--- config.mk ---
export PLATFORM = sky130hd
export DESIGN_NAME = card_list_reader
export DESIGN_NICKNAME = d
export VERILOG_FILES = /design/src/rtl/card_list_reader.sv
export SDC_FILE = /design/constraint.sdc
export NUM_CORES = 1
export LEC_CHECK = 0
export CORE_ASPECT_RATIO = 1.2
export CORE_MARGIN = 4
export CORE_UTILIZATION = 48
export CTS_BUF_LIST = sky130_fd_sc_hd__clkbuf_16
export DETAILED_ROUTE_END_ITERATION = 7
export MAX_ROUTING_LAYER = met4
export PLACE_DENSITY = 0.81
export SETUP_SLACK_MARGIN = 0.4
export SYNTH_ARGS = -nofsm -noshare
export SYNTH_HDL_FRONTEND = slang
export SYNTH_SLANG_ARGS = --single-unit
--- constraint.sdc ---
create_clock -name clock -period 2.6 [get_ports clock]
set_input_delay 0.39 -clock clock [delete_from_list [all_inputs] [get_ports clock]]
set_output_delay 0.39 -clock clock [all_outputs]
set_load 0.1 [all_outputs]
--- src/rtl/card_list_reader.sv ---
// rtl/card_list_reader.sv - walks a linked card list in RAM and streams cards over valid/ready
// Optional feature macro: CARD_READER_VALIDATE_EN (reject invalid words during the walk)
module card_list_reader #(
    parameter int MAX_CARDS = 52,
    parameter int ADDR_W    = 10
) (
    input  logic              clock,
    input  logic              resetn,
    input  logic              start,
    input  logic [ADDR_W-1:0] head_addr,
    output logic [ADDR_W-1:0] mem_addr,
    input  logic [31:0]       mem_q,
    output logic              card_valid,
    input  logic              card_ready,
    output logic [1:0]        card_suit,
    output logic [3:0]        card_value,
    output logic [ADDR_W-1:0] card_addr,
    output logic [5:0]        card_index,
    output logic              busy,
    output logic              done,
    output logic [5:0]        count,
    output logic              error
);

    typedef enum logic [2:0] {
        S_IDLE,
        S_FETCH,
        S_WAIT,
        S_PRESENT,
        S_DONE
    } state_t;

    localparam logic [5:0] MAX_C = 6'(MAX_CARDS);

    state_t            state;
    state_t            state_nxt;
    logic [ADDR_W-1:0] cur;
    logic [ADDR_W-1:0] nxt_addr;
    logic              handshake;
    logic              word_bad;
    logic              last_card;
    logic              guard_hit;
    logic [5:0]        count_inc;
    logic              unused_bits;

    assign handshake = card_valid && card_ready;
    assign count_inc = count + 6'd1;
    assign last_card = (nxt_addr == '0);
    assign guard_hit = (count_inc == MAX_C);

`ifdef CARD_READER_VALIDATE_EN
    // A word is usable only if its valid flag is set and its value is a real rank (1..13)
    assign word_bad    = !mem_q[31] || (mem_q[19:16] == 4'd0) || (mem_q[19:16] > 4'd13);
    assign unused_bits = ^{mem_q[30:22], mem_q[15:10]};
`else
    assign word_bad    = 1'b0;
    assign unused_bits = ^{mem_q[31:22], mem_q[15:10]};
`endif

    // State register
    always_ff @(posedge clock or negedge resetn) begin
        if (!resetn) begin
            state <= S_IDLE;
        end else begin
            state <= state_nxt;
        end
    end

    // Next-state logic for the list walk
    always_comb begin
        state_nxt = state;
        unique case (state)
            S_IDLE: begin
                if (start) begin
                    state_nxt = (head_addr == '0) ? S_DONE : S_FETCH;
                end
            end
            S_FETCH: begin
                state_nxt = S_WAIT;
            end
            S_WAIT: begin
                state_nxt = word_bad ? S_DONE : S_PRESENT;
            end
            S_PRESENT: begin
                if (handshake) begin
                    if (last_card || guard_hit) begin
                        state_nxt = S_DONE;
                    end else begin
                        state_nxt = S_FETCH;
                    end
                end
            end
            S_DONE: begin
                state_nxt = S_IDLE;
            end
            default: begin
                state_nxt = S_IDLE;
            end
        endcase
    end

    // Datapath: RAM address, captured card, counters and status flags.
    // The RAM address is issued as soon as the next card address is known, so the
    // synchronous RAM reads on the FETCH edge and its data is ready to capture in WAIT.
    always_ff @(posedge clock or negedge resetn) begin
        if (!resetn) begin
            mem_addr   <= '0;
            cur        <= '0;
            nxt_addr   <= '0;
            card_valid <= 1'b0;
            card_suit  <= 2'd0;
            card_value <= 4'd0;
            card_addr  <= '0;
            card_index <= 6'd0;
            busy       <= 1'b0;
            done       <= 1'b0;
            count      <= 6'd0;
            error      <= 1'b0;
        end else begin
            done <= 1'b0;
            unique case (state)
                S_IDLE: begin
                    if (start) begin
                        count    <= 6'd0;
                        error    <= 1'b0;
                        busy     <= 1'b1;
                        cur      <= head_addr;
                        mem_addr <= head_addr;
                    end
                end
                S_FETCH: begin
                    mem_addr <= cur;
                end
                S_WAIT: begin
                    if (word_bad) begin
                        error <= 1'b1;
                    end else begin
                        card_suit  <= mem_q[21:20];
                        card_value <= mem_q[19:16];
                        card_addr  <= cur;
                        card_index <= count;
                        nxt_addr   <= mem_q[ADDR_W-1:0];
                        card_valid <= 1'b1;
                    end
                end
                S_PRESENT: begin
                    if (handshake) begin
                        card_valid <= 1'b0;
                        count      <= count_inc;
                        if (!last_card) begin
                            if (guard_hit) begin
                                error <= 1'b1;
                            end else begin
                                cur      <= nxt_addr;
                                mem_addr <= nxt_addr;
                            end
                        end
                    end
                end
                S_DONE: begin
                    done <= 1'b1;
                    busy <= 1'b0;
                end
                default: begin
                    busy <= 1'b0;
                end
            endcase
        end
    end

endmodule
== After elaboration in Yosys (flattened, before gate mapping) ==
Cells that the tools add are included.
Word-level totals
  flip-flop bits (word level): 65
  bits of input ports: 46
  output and inout bits: 42
  word-level logic and storage cells: 65
  bits in latches: 0
  memory bits (read-only): 0
  memories: 0
  memory bits (writable): 0
Cells by class
  reductions and logical operators: 16
  $mul: 0
  bitwise logic cells: 1
  add/sub/neg operators: 1
  muxes and demuxes: 24
  shift operators: 0
  eq/ne operators: 10
  div/mod/pow operators: 0
  magnitude comparators: 0
Operator list (count)
  $mux 10: 4
  $pmux 10 s3: 1
  $logic_not 10->1: 2
  $pmux 10 s2: 1
  $reduce_and 5->1: 3
  $mux 3: 4
  $mux 6: 2
  $pmux 3 s4: 1
  $pmux 6 s2: 1
  $ne 2x2->1 const B: 5
  $mux 1: 7
  $add 6x1->6 const B: 1
  $eq 3x2->1 const B: 2
  $eq 6x6->1 const B: 1
  $pmux 1 s2: 3
  $reduce_and 2->1: 3
  $reduce_bool 2->1: 2
  $eq 3x1->1 const B: 1
  $eq 3x3->1 const B: 1
  $logic_not 3->1: 1
  $reduce_and 3->1: 1
  $reduce_bool 3->1: 1
  $reduce_or 3->1: 1
  $logic_and 1x1->1: 1
  2 further kinds: 2

== Depth between registers and ports, before layout ==
  depth in word-level cells: 6
  mapped depth: 6
  gate-level depth less buffers: 5

== Worst setup path before layout ==
OpenSTA, ideal clock, no wires.
  path type: register to register
  start point: register count[0]
  end point: register cur[0]
  data required time: 2.475 ns
  data arrival time: 2.430 ns
  library setup time: 0.125 ns
  cell stages (with the launch flop): 7
  buffers on the path: 1
  setup slack: 0.045 ns
  clock period less this slack: 2.555 ns
  cell sequence: dfrtp_1 -> ha_1 -> nand2b_1 -> or4_4 -> nand3b_4 -> buf_6 -> mux2_4
Between the ends
  cells in the longest elaborated chain, start to end: 4
Ends and longest elaborated chain
  from (decl): line 21  | output logic [5:0] count,
  from (signal assigned): line 149  | count <= count_inc;
  $add 6x1->6: line 47  | assign count_inc = count + 6'd1;
  $eq 6x6->1: line 49  | assign guard_hit = (count_inc == MAX_C);
  $ne 2x2->1 (no line)
  $reduce_and 5->1 (no line)
  to (signal assigned): line 127  | cur <= head_addr;
  to (signal assigned): line 154  | cur <= nxt_addr;
  to (decl): line 37  | logic [ADDR_W-1:0] cur;
No other way between the ends.
A chain may end at the register's enable or synchronous reset.

== Final worst setup path ==
  start point: input start
  end point: register cur[0]
Between the ends
  cells in the longest elaborated chain, start to end: 2
Ends and longest elaborated chain
  from (decl): line 9  | input logic start,
  $ne 2x2->1 (no line)
  $reduce_and 5->1 (no line)
No other way between the ends.

==> qor.yml <==
grt_use_total_pct: 20.7
critical_path_class: "input pin to register"
status: "complete, no violations"
area_delta_synth_final_pct: 33.3
rows: 31
clock_sinks: 65
yosys.area_share.simple_pct: 13.6
slowest_stage: "clkdlybuf4s50_1"
cts_hold_buffers: 0
cts_buffers: 9
ant_nets: 0
finalWeightedCongestion: 0.871
tightest_slew_ps: 723
wl_per_cell_um: 16.5
cts_max_path_buffers: 2
hold_viol_final: 0
avgSynthCellArea_um2: 11.6
num_antenna_cells: 0
maxSlewViolCount: 0
yosysMostFrequentCell: "dfrtp_1"
yosys-top-cells-area: "dfrtp_1 53%, mux2_2 12%, mux2i_1 6.5%, mux2_4 4.9%, nand2_1 4.4%"
synth_adder_area_share_pct: 0.409
ys_types: 39
core_area_mm2: 0.00613
grt_pass1_vias: 2463
htree_levels: 3
rsz0062_at_grt: "no"
synth_top_cell_area_share_pct: 53.2
drc: 0
fmax_mhz: 495
synth_seq_cells: 65
io_pins: 88
root_buffer: "clkbuf_16"
dieWidth_um: 80.9
die-area_mm2: 0.00772
grt_overflow: 0
fin_crit_sh_pct: 77.7
crit_path_cell_trace: "clkdlybuf4s50_1, or3b_1, a21o_1, nand3b_4, mux2_4"
synth-xor-area-share_pct: 0.573
ys_seq_area_share_pct: 53.2
grt_max_degree: 66
finalSetupTns_ps: 0
cp-start-kind: "input pin"
final-setup-viol-count: 0
synth-warning-count: 0
synthesis.nets: 311
critPathCaptureType: "register"
holdCritPathClass: "input pin to asynchronous set/reset pin"
cts_tree: "done"
cts_setup_buffers: 0
die_h_um: 95.5
port-buffer-count: 71
async_reset_ff_share_pct: 100
synthFlopType: "dfrtp_1"
wirelength_um: 7020
cpPeakStageDelay_ps: 540
crit_fanout: 10
n_fill_cell: 495
period_minus_slack_ps: 2020
grt_pass1_wl_um: 11700
vias: 2252
synth_common_cells: "65 x dfrtp_1, 36 x nand2_1, 32 x mux2_2"
cp.required_ps: 2810
synthCells: 264
arrival_ps: 2230
firstDrtPassIters: 4
viasPerCell: 5.29
drt_iter0_drc: 185
synth-compound-area-share_pct: 5.24
synth_top_family_by_area: "multiplexers"
cts_resized: 0
synth_edf_count: 0
synth_mux_area_share_pct: 23.2
nNetsFinal: 386
yosysTopAreaCell: "dfrtp_1"
maxCapViolCount: 0
clock_latency_ps: 330
relSlewSlack_pct: 51.8
dp_hpwl_um: 4850
syn_area_mm2: 0.00306
drive_above_1_share_pct: 33.7
clkTransAtPathRegs_ps: 60
start_util_pct: 49.9
skew_ps: 7.82
antenna_found_initial: 0
[layout by cell type, fill, tap and decap left out, types with 4 or more instances in the layout]
cell type	count
o21ai_0	7
nand2_1	36
nor3_1	4
clkbuf_16	9
a21oi_1	12
mux2_2	32
clkdlybuf4s50_1	28
dfrtp_1	60
mux2i_1	20
inv_1	11
nand3_1	6
buf_4	47
mux2_4	10
nor2_1	14
[kinds of logic (layout without fill, tap and decap cells)]
kind of cell,after synthesis,in the layout
multiplexers,62,62
XOR/XNOR,2,2
flip-flops,65,65
buffers and inverters,24,104
AO/OA/AOI/OAI,27,27
AND/OR/NAND/NOR,83,83
adder cells (fa/ha/maj),1,1
[metal layers]
metal  wire length (um)  vias up  GRT usage (%)
met5                  0        -              -
met4                 89        0           10.4
met3                358        8           3.78
met2               3650       69           33.7
met1               2920     1102           24.5
li1                   -     1073              -
[through the flow]
step	setup WS [ps]	hold slack (ps)	std cells	cell area, um^2	utilization [%]
6_report	581	54.9	426	4080	66.6
5_1_grt	515	87.3	426	4080	66.6
4_1_cts	591	71.6	426	4080	66.6
3_5_place_dp	237	429	410	3760	61.4
3_3_place_gp	266	430	410	3760	61.4
2_1_floorplan	445	94.4	264	3070	-
[state kept, by name, summed over array words and instances, names as in the netlist, 2 cells and up]
name	cells
card_addr	10
cur	10
mem_addr	10
nxt_addr	10
card_index	6
count	6
card_value	4
state	3
card_suit	2
[worst max-delay path: cells and delay by family]
family	cells	cell delay, ps
buf+inv	1	540
compound gates	1	260
simple gates	2	670
mux	1	360
[layout make-up]
cell class	instances	area, um^2	share of cell area [%]
sequential	65	1640	40.2
multi-input combinational	175	1320	32.4
timing repair buffer	77	658	16.1
clock buffer	9	225	5.52
clock inverter	7	93.8	2.30
inverter	11	41.3	1.01
tap	82	103	2.52
[path summary, 6_finish.rpt]
kind,start,slack [ps],cells after the start,end
worst max-delay path,start,580,5,cur[0]$_DFFE_PN0P_
worst min-delay path,resetn,50,2,card_addr[8]$_DFFE_PN0P_
worst max register to register,state[2]$_DFFE_PN0P_,620,4,cur[0]$_DFFE_PN0P_
worst min register to register,error$_DFFE_PN0P_,500,1,error$_DFFE_PN0P_
max in group asynchronous,resetn,2220,2,count[0]$_DFFE_PN0P_
min in group clock,error$_DFFE_PN0P_,500,1,error$_DFFE_PN0P_
Power is left out: the tool's default activity adds up to more than one toggle a clock period on the data nets, which glitch-free logic cannot reach.
